### config.mk
export PLATFORM = sky130hd
export DESIGN_NAME = ones_count_datapath
export DESIGN_NICKNAME = d
export VERILOG_FILES = /design/src/rtl/ones_count_datapath.sv
export SDC_FILE = /design/constraint.sdc
export NUM_CORES = 1
export LEC_CHECK = 0
export BUFFER_PORTS_ARGS = -buffer_cell sky130_fd_sc_hd__buf_2
export CORE_UTILIZATION = 47
export CTS_CLUSTER_SIZE = 24
export DETAILED_ROUTE_END_ITERATION = 8
export GPL_ROUTABILITY_DRIVEN = 0
export PLACE_DENSITY = 0.76
export RECOVER_POWER = 25
export SLEW_MARGIN = 20
export SYNTH_ARGS = -nofsm -noshare
export SYNTH_HDL_FRONTEND = slang
export SYNTH_SLANG_ARGS = --single-unit
export TNS_END_PERCENT = 20
### constraint.sdc
create_clock -name clk -period 1.05 [get_ports clk]
set_input_delay 0.0525 -clock clk [delete_from_list [all_inputs] [get_ports clk]]
set_output_delay 0.0525 -clock clk [all_outputs]
set_load 0.01 [all_outputs]
### src/rtl/ones_count_datapath.sv
// Datapath for the ones-counter: R1 operand, R2 count, E flip-flop, plus a
// result register that captures R2 when the controller returns to ready.
module ones_count_datapath #(
  parameter int WIDTH = 8,
  parameter int CW    = $clog2(WIDTH + 1)
) (
  input  logic             clk,
  input  logic             rst_b,
  input  logic [WIDTH-1:0] data_in,
  input  logic             load_regs,
  input  logic             incr_r2,
  input  logic             shift,
  input  logic             rdy,
  output logic             zero,
  output logic             E,
  output logic [CW-1:0]    r2,
  output logic [CW-1:0]    result,
  output logic             result_valid
);

  logic [WIDTH-1:0] r1_q, r1_d;
  logic [CW-1:0]    r2_q, r2_d;
  logic             e_q, e_d;
  logic             busy_q, busy_d;
  logic [CW-1:0]    result_q, result_d;
  logic             valid_q, valid_d;

  always_comb begin
    r1_d     = r1_q;
    r2_d     = r2_q;
    e_d      = e_q;
    busy_d   = busy_q;
    result_d = result_q;
    valid_d  = 1'b0;

    if (load_regs) begin
      // R2 presets to all ones so the controller's first increment yields 0
      r1_d   = data_in;
      r2_d   = '1;
      e_d    = 1'b0;
      busy_d = 1'b1;
    end else begin
      if (incr_r2) begin
        r2_d = r2_q + 1'b1;
      end
      if (shift) begin
        {e_d, r1_d} = {r1_q, 1'b0};
      end
      if (rdy && busy_q) begin
        result_d = r2_q;
        busy_d   = 1'b0;
        valid_d  = 1'b1;
      end
    end
  end

  always_ff @(posedge clk) begin
    if (!rst_b) begin
      r1_q     <= '0;
      r2_q     <= '0;
      e_q      <= 1'b0;
      busy_q   <= 1'b0;
      result_q <= '0;
      valid_q  <= 1'b0;
    end else begin
      r1_q     <= r1_d;
      r2_q     <= r2_d;
      e_q      <= e_d;
      busy_q   <= busy_d;
      result_q <= result_d;
      valid_q  <= valid_d;
    end
  end

  assign zero         = (r1_q == '0);
  assign E            = e_q;
  assign r2           = r2_q;
  assign result       = result_q;
  assign result_valid = valid_q;

endmodule
# After elaboration in Yosys (flattened, before gate mapping)
# Index checks and enable logic that the tools add are counted.
# op_classes
addsub,1
n_mul,0
div_mod_pow,0
order_cmp,0
n_eq_ne,0
shift,0
n_mux,7
bitwise,2
reduce_logical,7
# ops
cell,n
$mux W8,2
$logic_not A8 Y1,1
$mux W4,2
$reduce_bool A2 Y1,3
$add A4 B1 Y4 const B,1
$mux W1,3
$not A1 Y1,2
$reduce_and A2 Y1,1
$reduce_or A2 Y1,1
$logic_and A1 B1 Y1,1
# totals
regBits,19
latchBits,0
ram_bits,0
rom_bits,0
input_bits,14
word_cells,23
mem_count,0

# Longest topological paths before layout
# Gate-level depths: netlist (run 1).
# logic_depth
word_depth,3
ltp_mapped,4
mapped_depth_nobuf,4

# Worst setup path after synthesis (run 1)
# No wires, ideal clock.
# synth_timing
path_kind,reg-to-output
start,reg r1_q[5]
end,out zero
t_arrival_ns,0.988
required_time_ns,0.998
path_slack_ns,0.010
path_stages_with_launch,3
path_buffers,0
path_cell_list,dfxtp_1 -> or4_1 -> nor2_1
# synth_between
elab_chain_len,1
# synth_lines
item,line,rtl
"start, declared",21,"logic [WIDTH-1:0] r1_q, r1_d;"
"start signal, assigned",66,r1_q <= r1_d;
$logic_not A8 Y1,75,assign zero = (r1_q == '0);
"end, declared",14,"output logic zero,"
# Every way passes these cells.

# Worst setup path in the final report (run 1)
# layout_timing
start,reg r1_q[1]
end,out zero
# The elaborated chain is that of the path after synthesis.

==> results by group, run 1 <==
Run status
  – Outcome: finished with violations
  – Failing checks: setup timing

Global routing
  – Congestion Overflow GR: 0
  – First-pass GRT wire length: 2570 um
  – Initial antenna violation count: 0
  – Number of global-route vias before repair: between 500 and 600
  – Largest net degree at the start of global routing: 19
  – Global Route Usage Sum: between 10% and 20%

Yosys
  – Synth top cells by count: dfxtp_1 (19), nor2_1 (13), mux2i_1 (12)
  – Area contributors post-synth: dfxtp_1 (49%), mux2i_1 (16%), nor2_1 (6.3%)
  – Net Count, Synth: just over 90
  – Async S/R FF share, synth: 0%
  – Syn Area/Cell: 10.0 um2
  – Most common cell in the netlist: dfxtp_1
  – Seq cells post-synth: 19
  – Main synth FF type: dfxtp_1
  – Area leader, netlist: dfxtp_1
  – EDFF count, synth: 0
  – Post-Syn Instances: 77
  – Register area share after synthesis: 49.3%
  – Share of the synthesized area in the top cell type: between 40% and 50%
  – Synth unique cells: 21
  – YS warnings: 0
  – Synthesized area: between 700 and 800 um2

Clock tree
  – Clock-pin transition on the worst setup and hold timing paths: approximately 0.11 ns
  – TritonCTS Sinks: 19
  – Worst-Skew Late Latency: roughly 0.29 ns
  – CTS root buf: clkbuf_4
  – CTS Buf Count: 3
  – CTS tree: built
  – H-tree depth: 1
  – Max clock buf depth: 2

Worst hold path
  – Hold path startpoint: data_in[4]
  – Hold Crit Class: primary input to register

STA
  – Slew headroom: 78.1%
  – Setup ws final: -0.400 ns
  – Final setup fails: 1
  – Worst Skew: a little over 0.0007 ns
  – RSZ-0062 raised after global routing: true
  – Final Cycle Share: 138%
  – Pins Over Slew Limit: 0
  – Tmin final: around 1.5 ns
  – Final hold viol count: 0
  – Tightest Pin Transition: 0.327 ns
  – Setup tns final: -0.400 ns
  – Hold slack: between 0.015 and 0.02 ns
  – Fmax: just under 700 MHz

Placed design
  – HPWL after DPL: 1160 um
  – Post-place setup slack: -0.0525 ns
  – Number of port buffers: 24
  – Area after DPL: roughly 950 um2
  – Cell total after placement: ~120

Pwr
  – Max IR drop VDD: roughly 0.97 mV
  – Total Power: ~1.4 mW
  – Switching Fraction: 26.6%
  – Sequential share of power: a little under three fifths
  – Leakage Power: ~0.5 nW
  – Clock power share: about a quarter
  – Logic pwr share: about 17%
  – Psw: approximately 0.37 mW
  – Power density over the cells: 1380 nW/um2
  – P_int: ~1.0 mW

Floorplanning
  – Starting Density: 50.7%
  – Core area: approximately 1500 um2
  – Die X: between 40 and 50 um
  – Die area: ~1800 um2
  – I/O pin cnt: 25
  – Die Span Y: 42.5 um
  – Rows: 14

Finish
  – Cell area after layout: roughly 1000 um2
  – Fin util: 67.0%
  – Nets@finish: 130
  – Layout cells sized above 1: 36.8%
  – N_diodes: 0
  – Area grow syn2layout: 32.3%
  – Finished Layout Cells: 130

Detailed routing
  – Drt initial violations: 6
  – Pre-antenna DRT Iters: 4
  – ANT nets after route: 0
  – Drt drc: 0
  – Via density: 5.11
  – Final wirelength: 1650 um
  – Vias: roughly 660
  – WL/cell: between 10 and 15 um

Worst setup path
  – Critical path launch point: r1_q[1]$_SDFFE_PN0P_
  – WP data arrival: 1.40 ns
  – Startpoint Class: register
  – CP endpoint: zero
  – RR Startpoint: r2[0]$_SDFFE_PN0P_
  – Critical Path End Type: primary output
  – Critical path peak fanout: 2
  – Path depth of the worst reg2reg path: 3
  – Kind of critical path: register to primary output
  – Worst EP required: 1.00 ns
  – R2r endpoint: r2[1]$_SDFFE_PN0P_
  – Reg-to-reg slack, setup: 0.04 ns

Job
  – Maxcap violations: 0
cells in the final DEF, fill, tap and decap left out, types with 3 or more instances in the layout:
| cell | netlist | layout |
|---|---|---|
| nor2_1 | 13 | 12 |
| mux2i_1 | 12 | 12 |
| a21oi_1 | 7 | 7 |
| nand2_1 | 3 | 3 |
| buf_2 | 0 | 22 |
| dfxtp_1 | 19 | 17 |
| clkbuf_4 | 0 | 4 |
| a211oi_1 | 6 | 6 |
| buf_4 | 1 | 8 |
| dlygate4sd3_1 | 0 | 3 |
metal layers:
layer	up-vias	track usage [%]	part of all wire, %
li1	346	-	-
met1	303	25.1	47
met2	13	30.2	49
met3	2	3.02	3.1
met4	0	11.3	0.61
met5	-	0	0
cells by family after synthesis:
| group | synth area share, % |
|---|---|
| simple gates | 14.4 |
| flops | 49.3 |
| compound gates | 10.4 |
| mux | 17.0 |
| buf+inv | 3.89 |
| xor+xnor | 3.40 |
| fa+ha+maj | 1.62 |
power groups by stage:
stage	Sequential, mW	Clock (mW)	Combinational, mW
after floorplan	0.814	0	0.115
after global placement	0.805	0	0.210
after detailed placement	0.809	0	0.217
after CTS	0.792	0.382	0.231
after global routing	0.802	0.406	0.262
final	0.795	0.373	0.241
how the worst min path moves through the flow:
stage	endpoint	slack (ns)	depth (start not counted)
global placement	r1_q[0]$_SDFFE_PN0P_	0.29	3
CTS	r1_q[4]$_SDFFE_PN0P_	0.01	3
floorplan	E$_SDFFE_PP0P_	0.13	1
finish	r1_q[4]$_SDFFE_PN0P_	0.02	3
detailed placement	r1_q[0]$_SDFFE_PN0P_	0.29	3
global route	r1_q[7]$_SDFFE_PN0P_	0.01	3
state kept, by name, summed over array words and instances, names as in the netlist:
signal / flops
r1_q: 8
r2: 4
result: 4
E: 1
busy_q: 1
result_valid: 1
critical path, cell delays in order, from the launching register on:
cell	delay (ns)
dfxtp_1	0.33
or4_4	0.54
nor2_2	0.11
buf_2	0.12
repair_timing:
action / in CTS / in global routing
pin swaps: 2 / 1
gates resized for setup: 1 / 5
setup buffers: 1 / 0
endpoints found under the hold margin: 3 / 0
setup endpoints to repair: 1 / 3
hold buffers: 3 / 0
cell type report:
class / count / area, um2
fill: 128 / 503
sequential: 19 / 383
multi-input combinational: 53 / 368
timing repair buffer: 36 / 215
clock buffer: 3 / 22.5
tap: 16 / 20.0
inverter: 2 / 7.51
clock inverter: 1 / 5.00
Power figures use the tool's default switching activity.
==> run 2: changes to the inputs <==
--- a/config.mk
+++ b/config.mk
@@ -10,7 +10,7 @@
 export CTS_CLUSTER_SIZE = 24
 export DETAILED_ROUTE_END_ITERATION = 8
 export GPL_ROUTABILITY_DRIVEN = 0
-export PLACE_DENSITY = 0.76
+export PLACE_DENSITY = 0.75
 export RECOVER_POWER = 25
 export SLEW_MARGIN = 20
 export SYNTH_ARGS = -nofsm -noshare
==> results by group, run 2 (synthesis gave the netlist of run 1 again) <==
STA
  – Final setup fails: 1 (unchanged)
  – Fmax: 692 MHz (was 690 MHz)
  – Slew headroom: 79.5% (was 78.1%)
  – Setup tns final: -0.395 ns (was -0.400 ns)
  – Tightest Pin Transition: 0.306 ns (was 0.327 ns)
  – Worst Skew: 0.00301 ns (was 0.000715 ns)
  – Final Cycle Share: 138% (about the same)
  – Tmin final: 1.44 ns (was 1.45 ns)
  – Pins Over Slew Limit: 0 (unchanged)
  – Final hold viol count: 0 (unchanged)
  – Setup ws final: -0.395 ns (was -0.400 ns)
  – RSZ-0062 raised after global routing: true (unchanged)
  – Hold slack: 0.0125 ns (was 0.0155 ns)

Worst setup path
  – Reg-to-reg slack, setup: 0.05 ns (was 0.04 ns)
  – Worst EP required: 1.00 ns (about the same)
  – Critical Path End Type: primary output (unchanged)
  – Startpoint Class: register (unchanged)
  – Critical path peak fanout: 2 (unchanged)
  – RR Startpoint: r2[0]$_SDFFE_PN0P_ (unchanged)
  – Critical path launch point: r1_q[2]$_SDFFE_PN0P_ (was r1_q[1]$_SDFFE_PN0P_)
  – Kind of critical path: register to primary output (unchanged)
  – WP data arrival: 1.39 ns (was 1.40 ns)

Floorplanning
  – Starting Density: 50.7% (unchanged)
  – Rows: 14 (unchanged)
  – Die X: 42.5 um (unchanged)
  – Die area: 1810 um2 (unchanged)
  – Core area: 1520 um2 (unchanged)
  – I/O pin cnt: 25 (unchanged)
  – Die Span Y: 42.5 um (unchanged)

Clock tree
  – CTS tree: built (unchanged)
  – Post-CTS Setup Bufs: 0 (was 1)
  – Worst-Skew Late Latency: 0.29 ns (about the same)
  – CTS Buf Count: 3 (unchanged)
  – CTS root buf: clkbuf_4 (unchanged)
  – TritonCTS Sinks: 19 (unchanged)
  – Clock-pin transition on the worst setup and hold timing paths: 0.11 ns (about the same)
  – H-tree depth: 1 (unchanged)
  – Max clock buf depth: 2 (unchanged)

Detailed routing
  – Drt drc: 0 (unchanged)
  – WL/cell: 11.8 um (was 12.7 um)
  – Final wirelength: 1500 um (was 1650 um)
  – ANT nets after route: 0 (unchanged)
  – Drt initial violations: 10 (was 6)
  – Vias: 665 (was 664)
  – Via density: 5.24 (was 5.11)
  – Pre-antenna DRT Iters: 4 (unchanged)

Placed design
  – HPWL after DPL: 1060 um (was 1160 um)
  – Area after DPL: 942 um2 (was 950 um2)
  – Cell total after placement: 121 (was 122)
  – Number of port buffers: 24 (unchanged)
  – Post-place setup slack: -0.0453 ns (was -0.0525 ns)

Finish
  – Commonest non-fill, non-tap cell in the layout: buf_2 (unchanged)
  – Finished Layout Cells: 127 (was 130)
  – N_diodes: 0 (unchanged)
  – Top reg by flops: r1_q (unchanged)
  – Nets@finish: 127 (was 130)
  – Max reg flops: 8 (unchanged)
  – Most frequent cells in the layout: buf_2 (20), dfxtp_1 (18), mux2i_1 (12), nor2_1 (12) (was buf_2 (22), dfxtp_1 (17), mux2i_1 (12), nor2_1 (12), buf_4 (8))
  – Filler cell count: 129 (was 128)
  – Area grow syn2layout: 30.1% (was 32.3%)
  – Fin util: 65.9% (was 67.0%)
  – Cell area after layout: 1000 um2 (was 1020 um2)
  – Layout cells sized above 1: 34.2% (was 36.8%)

Global routing
  – Number of global-route vias before repair: 629 (was 596)
  – Global Route Usage Sum: 18.6% (was 19.3%)
  – Largest net degree at the start of global routing: 20 (was 19)
  – Congestion Overflow GR: 0 (unchanged)
  – First-pass GRT wire length: 2550 um (was 2570 um)
  – Initial antenna violation count: 0 (unchanged)

Pwr
  – Leakage Power: 0.485 nW (was 0.500 nW)
  – Total Power: 1.40 mW (was 1.41 mW)
  – Max IR drop VDD: 0.960 mV (was 0.974 mV)
  – Power density over the cells: 1390 nW/um2 (was 1380 nW/um2)

Run status
  – Outcome: finished with violations (unchanged)
  – Failing checks: setup timing (unchanged)

Worst hold path
  – Hold path startpoint: data_in[1] (was data_in[4])
  – Hold Crit Class: primary input to register (unchanged)

Job
  – Maxcap violations: 0 (unchanged)
-- run 2: final timing paths --
kind                                to  cells after the start
hold reg to reg    busy_q$_SDFFE_PN0P_                      2
setup reg to reg    r2[1]$_SDFFE_PN0P_                      3
setup / recovery                  zero                      3
hold / removal    r1_q[1]$_SDFFE_PN0P_                      3
-- run 2: power by group --
| group | leakage, nW | internal, mW | switching, mW |
|---|---|---|---|
| registers | 0.157 | 0.763 | 0.0313 |
| clock network | 0.0177 | 0.142 | 0.225 |
| logic | 0.310 | 0.127 | 0.109 |
| total | 0.485 | 1.03 | 0.365 |
-- run 2: repair_timing --
action                     4_1_cts  5_1_grt
hold endpoints to repair         2        0
resized for setup                0        7
pin swaps                        0        1
hold buffers                     2        0
setup endpoints to repair        1        3
-- run 2: layout make-up --
| cell class | count | area, um2 | share of cell area, % |
|---|---|---|---|
| timing repair buffer | 33 | 195 | 19.4 |
| multi-input combinational | 53 | 373 | 37.1 |
| clock inverter | 1 | 5.00 | 0.498 |
| inverter | 2 | 7.51 | 0.747 |
| clock buffer | 3 | 22.5 | 2.24 |
| tap | 16 | 20.0 | 1.99 |
| sequential | 19 | 382 | 38.0 |
-- run 2: critical path: stages (launching register included) --
cell and delay [ns]:
dfxtp_2 0.34, or4_4 0.54, nor2_4 0.12, buf_6 0.10
-- run 2: routing by layer --
metal / global-route usage [%] / vias up / part of all wire, %
li1: - / 337 / -
met1: 23.3 / 300 / 47
met2: 30.2 / 21 / 45
met3: 3.88 / 7 / 4.5
met4: 9.38 / 0 / 2.9
met5: 0 / - / 0
==> run 3: changes to the inputs <==
--- a/config.mk
+++ b/config.mk
@@ -10,8 +10,10 @@
 export CTS_CLUSTER_SIZE = 24
 export DETAILED_ROUTE_END_ITERATION = 8
 export GPL_ROUTABILITY_DRIVEN = 0
+export HOLD_SLACK_MARGIN = 0.12
 export PLACE_DENSITY = 0.75
 export RECOVER_POWER = 25
+export SKIP_CTS_REPAIR_TIMING = 1
 export SLEW_MARGIN = 20
 export SYNTH_ARGS = -nofsm -noshare
 export SYNTH_HDL_FRONTEND = slang
==> results by group, run 3 (synthesis gave the netlist of run 1 again) <==
Run status
  – Outcome: finished with violations (unchanged)
  – Failing checks: setup timing (unchanged)

Detailed routing
  – Drt initial violations: 3 (was 10)
  – Via density: 5.03 (was 5.24)
  – Top Layer Used: met4 (unchanged)
  – DR WL met3: 54 um (was 68 um)
  – Drt drc: 0 (unchanged)
  – WL met2: 743 um (was 681 um)
  – DRT met1 WL: 778 um (was 708 um)
  – Pre-antenna DRT Iters: 2 (was 4)
  – Vias: 694 (was 665)
  – ANT nets after route: 0 (unchanged)
  – WL/cell: 11.6 um (was 11.8 um)
  – Final wirelength: 1590 um (was 1500 um)

STA
  – Tightest Pin Transition: 0.304 ns (was 0.306 ns)
  – Tmin final: 1.46 ns (was 1.44 ns)
  – Worst Skew: 0.00174 ns (was 0.00301 ns)
  – Final setup fails: 1 (unchanged)
  – Pins Over Slew Limit: 0 (unchanged)
  – Slew headroom: 79.7% (was 79.5%)
  – Fmax: 686 MHz (was 692 MHz)
  – Setup ws final: -0.408 ns (was -0.395 ns)
  – RSZ-0062 raised after global routing: true (unchanged)
  – Final Cycle Share: 139% (was 138%)
  – Final hold viol count: 0 (unchanged)

Floorplanning
  – Rows: 14 (unchanged)
  – Die area: 1810 um2 (unchanged)
  – Core area: 1520 um2 (unchanged)
  – Die X: 42.5 um (unchanged)
  – Die Span Y: 42.5 um (unchanged)
  – Starting Density: 50.7% (unchanged)
  – I/O pin cnt: 25 (unchanged)

Global routing
  – Congestion Overflow GR: 0 (unchanged)
  – Number of global-route vias before repair: 616 (was 629)
  – First-pass GRT wire length: 2540 um (was 2550 um)
  – Largest net degree at the start of global routing: 20 (unchanged)
  – Initial antenna violation count: 0 (unchanged)
  – Global Route Usage Sum: 18.5% (was 18.6%)

Finish
  – Max reg flops: 8 (unchanged)
  – Most frequent cells in the layout: buf_2 (18), dfxtp_1 (17), dlygate4sd3_1 (13) (was buf_2 (20), dfxtp_1 (18), mux2i_1 (12), nor2_1 (12))
  – Fin util: 73.1% (was 65.9%)
  – Area grow syn2layout: 44.2% (was 30.1%)
  – Commonest non-fill, non-tap cell in the layout: buf_2 (unchanged)
  – Layout cells sized above 1: 30.3% (was 34.2%)
  – FF/Latch Area: 383 um2 (was 382 um2)
  – Top reg by flops: r1_q (unchanged)
  – N_diodes: 0 (unchanged)
  – Nets@finish: 138 (was 127)
  – Filler cell count: 118 (was 129)
  – Multi-input logic area: 373 um2 (unchanged)

Worst setup path
  – Reg-to-reg slack, setup: 0.07 ns (was 0.05 ns)
  – RR Startpoint: r2[1]$_SDFFE_PN0P_ (was r2[0]$_SDFFE_PN0P_)
  – Critical path's largest stage delay: 0.54 ns (about the same)
  – Startpoint Class: register (unchanged)
  – Critical Path End Type: primary output (unchanged)
  – Critical path peak fanout: 2 (unchanged)
  – Critical path launch point: r1_q[2]$_SDFFE_PN0P_ (unchanged)
  – Worst EP required: 1.00 ns (about the same)
  – WP data arrival: 1.41 ns (was 1.39 ns)
  – Crit path cell chain: or4_4 -> nor2_4 -> buf_6 (unchanged)
  – Slowest cell on crit path: or4_4 (unchanged)
  – Kind of critical path: register to primary output (unchanged)

Clock tree
  – CTS tree: built (unchanged)
  – CTS Buf Count: 3 (unchanged)
  – Clock-pin transition on the worst setup and hold timing paths: 0.11 ns (about the same)
  – H-tree depth: 1 (unchanged)
  – TritonCTS Sinks: 19 (unchanged)
  – CTS root buf: clkbuf_4 (unchanged)
  – Worst-Skew Late Latency: 0.29 ns (about the same)
  – Max clock buf depth: 2 (unchanged)

Worst hold path
  – Hold path startpoint: rst_b (was data_in[1])
  – Hold Crit Class: primary input to register (unchanged)

Pwr
  – Switching Fraction: 26.1% (about the same)
  – Sequential share of power: 55.5% (was 56.8%)
  – Psw: 0.373 mW (was 0.365 mW)
  – P_int: 1.06 mW (was 1.03 mW)
  – Logic pwr share: 18.7% (was 16.9%)
  – Power density over the cells: 1290 nW/um2 (was 1390 nW/um2)
  – Leakage Power: 0.525 nW (was 0.485 nW)
  – Clock power share: 25.8% (was 26.2%)
  – Max IR drop VDD: 0.971 mV (was 0.960 mV)

Placed design
  – HPWL after DPL: 1060 um (unchanged)
  – Post-place setup slack: -0.0453 ns (unchanged)
  – Number of port buffers: 24 (unchanged)

Job
  – Maxcap violations: 0 (unchanged)
[run 3: power groups by stage]
stage	Combinational (mW)	Clock, mW	Sequential [mW]
finish	0.268	0.369	0.794
global route	0.291	0.400	0.801
CTS	0.213	0.373	0.792
detailed placement	0.211	0	0.809
global placement	0.204	0	0.806
floorplan	0.115	0	0.814
[run 3: worst max-delay path: cells and delay by family (launching register included)]
family	cells	cell delay, ns
and+or+nand+nor	2	0.67
DFF	1	0.34
buffers and inverters	1	0.10
[run 3: area by class of cell]
cell class | instances | share of cell area [%]
clock buffers | 3 | 2.02
well taps | 16 | 1.80
inverters | 2 | 0.674
flip-flops and latches | 19 | 34.4
repair buffers | 44 | 27.2
multi-input cells | 53 | 33.5
clock inverters | 1 | 0.449
[run 3: per-layer routing]
metal  GRT usage (%)  up-vias
li1                -      362
met1            23.6      314
met2            29.5       16
met3            3.88        2
met4            9.38        0
met5               0        -
[run 3: final timing paths]
kind,endpoint,depth (start not counted)
setup reg to reg,r2[1]$_SDFFE_PN0P_,3
hold reg to reg,busy_q$_SDFFE_PN0P_,2
setup / recovery,zero,3
hold / removal,r2[0]$_SDFFE_PN0P_,4
[run 3: stage by stage]
stage | cells | hold WS, ns | power [mW] | area [um2] | TNS, ns
global placement | 121 | 0.293 | 1.01 | 942 | -0.0448
global route | 138 | 0.220 | 1.49 | 1110 | -0.649
floorplan | 77 | 0.132 | 0.928 | 772 | 0
CTS | 125 | -0.00822 | 1.38 | 970 | -0.383
detailed placement | 121 | 0.300 | 1.02 | 942 | -0.0453
finish | 138 | 0.207 | 1.43 | 1110 | -0.408
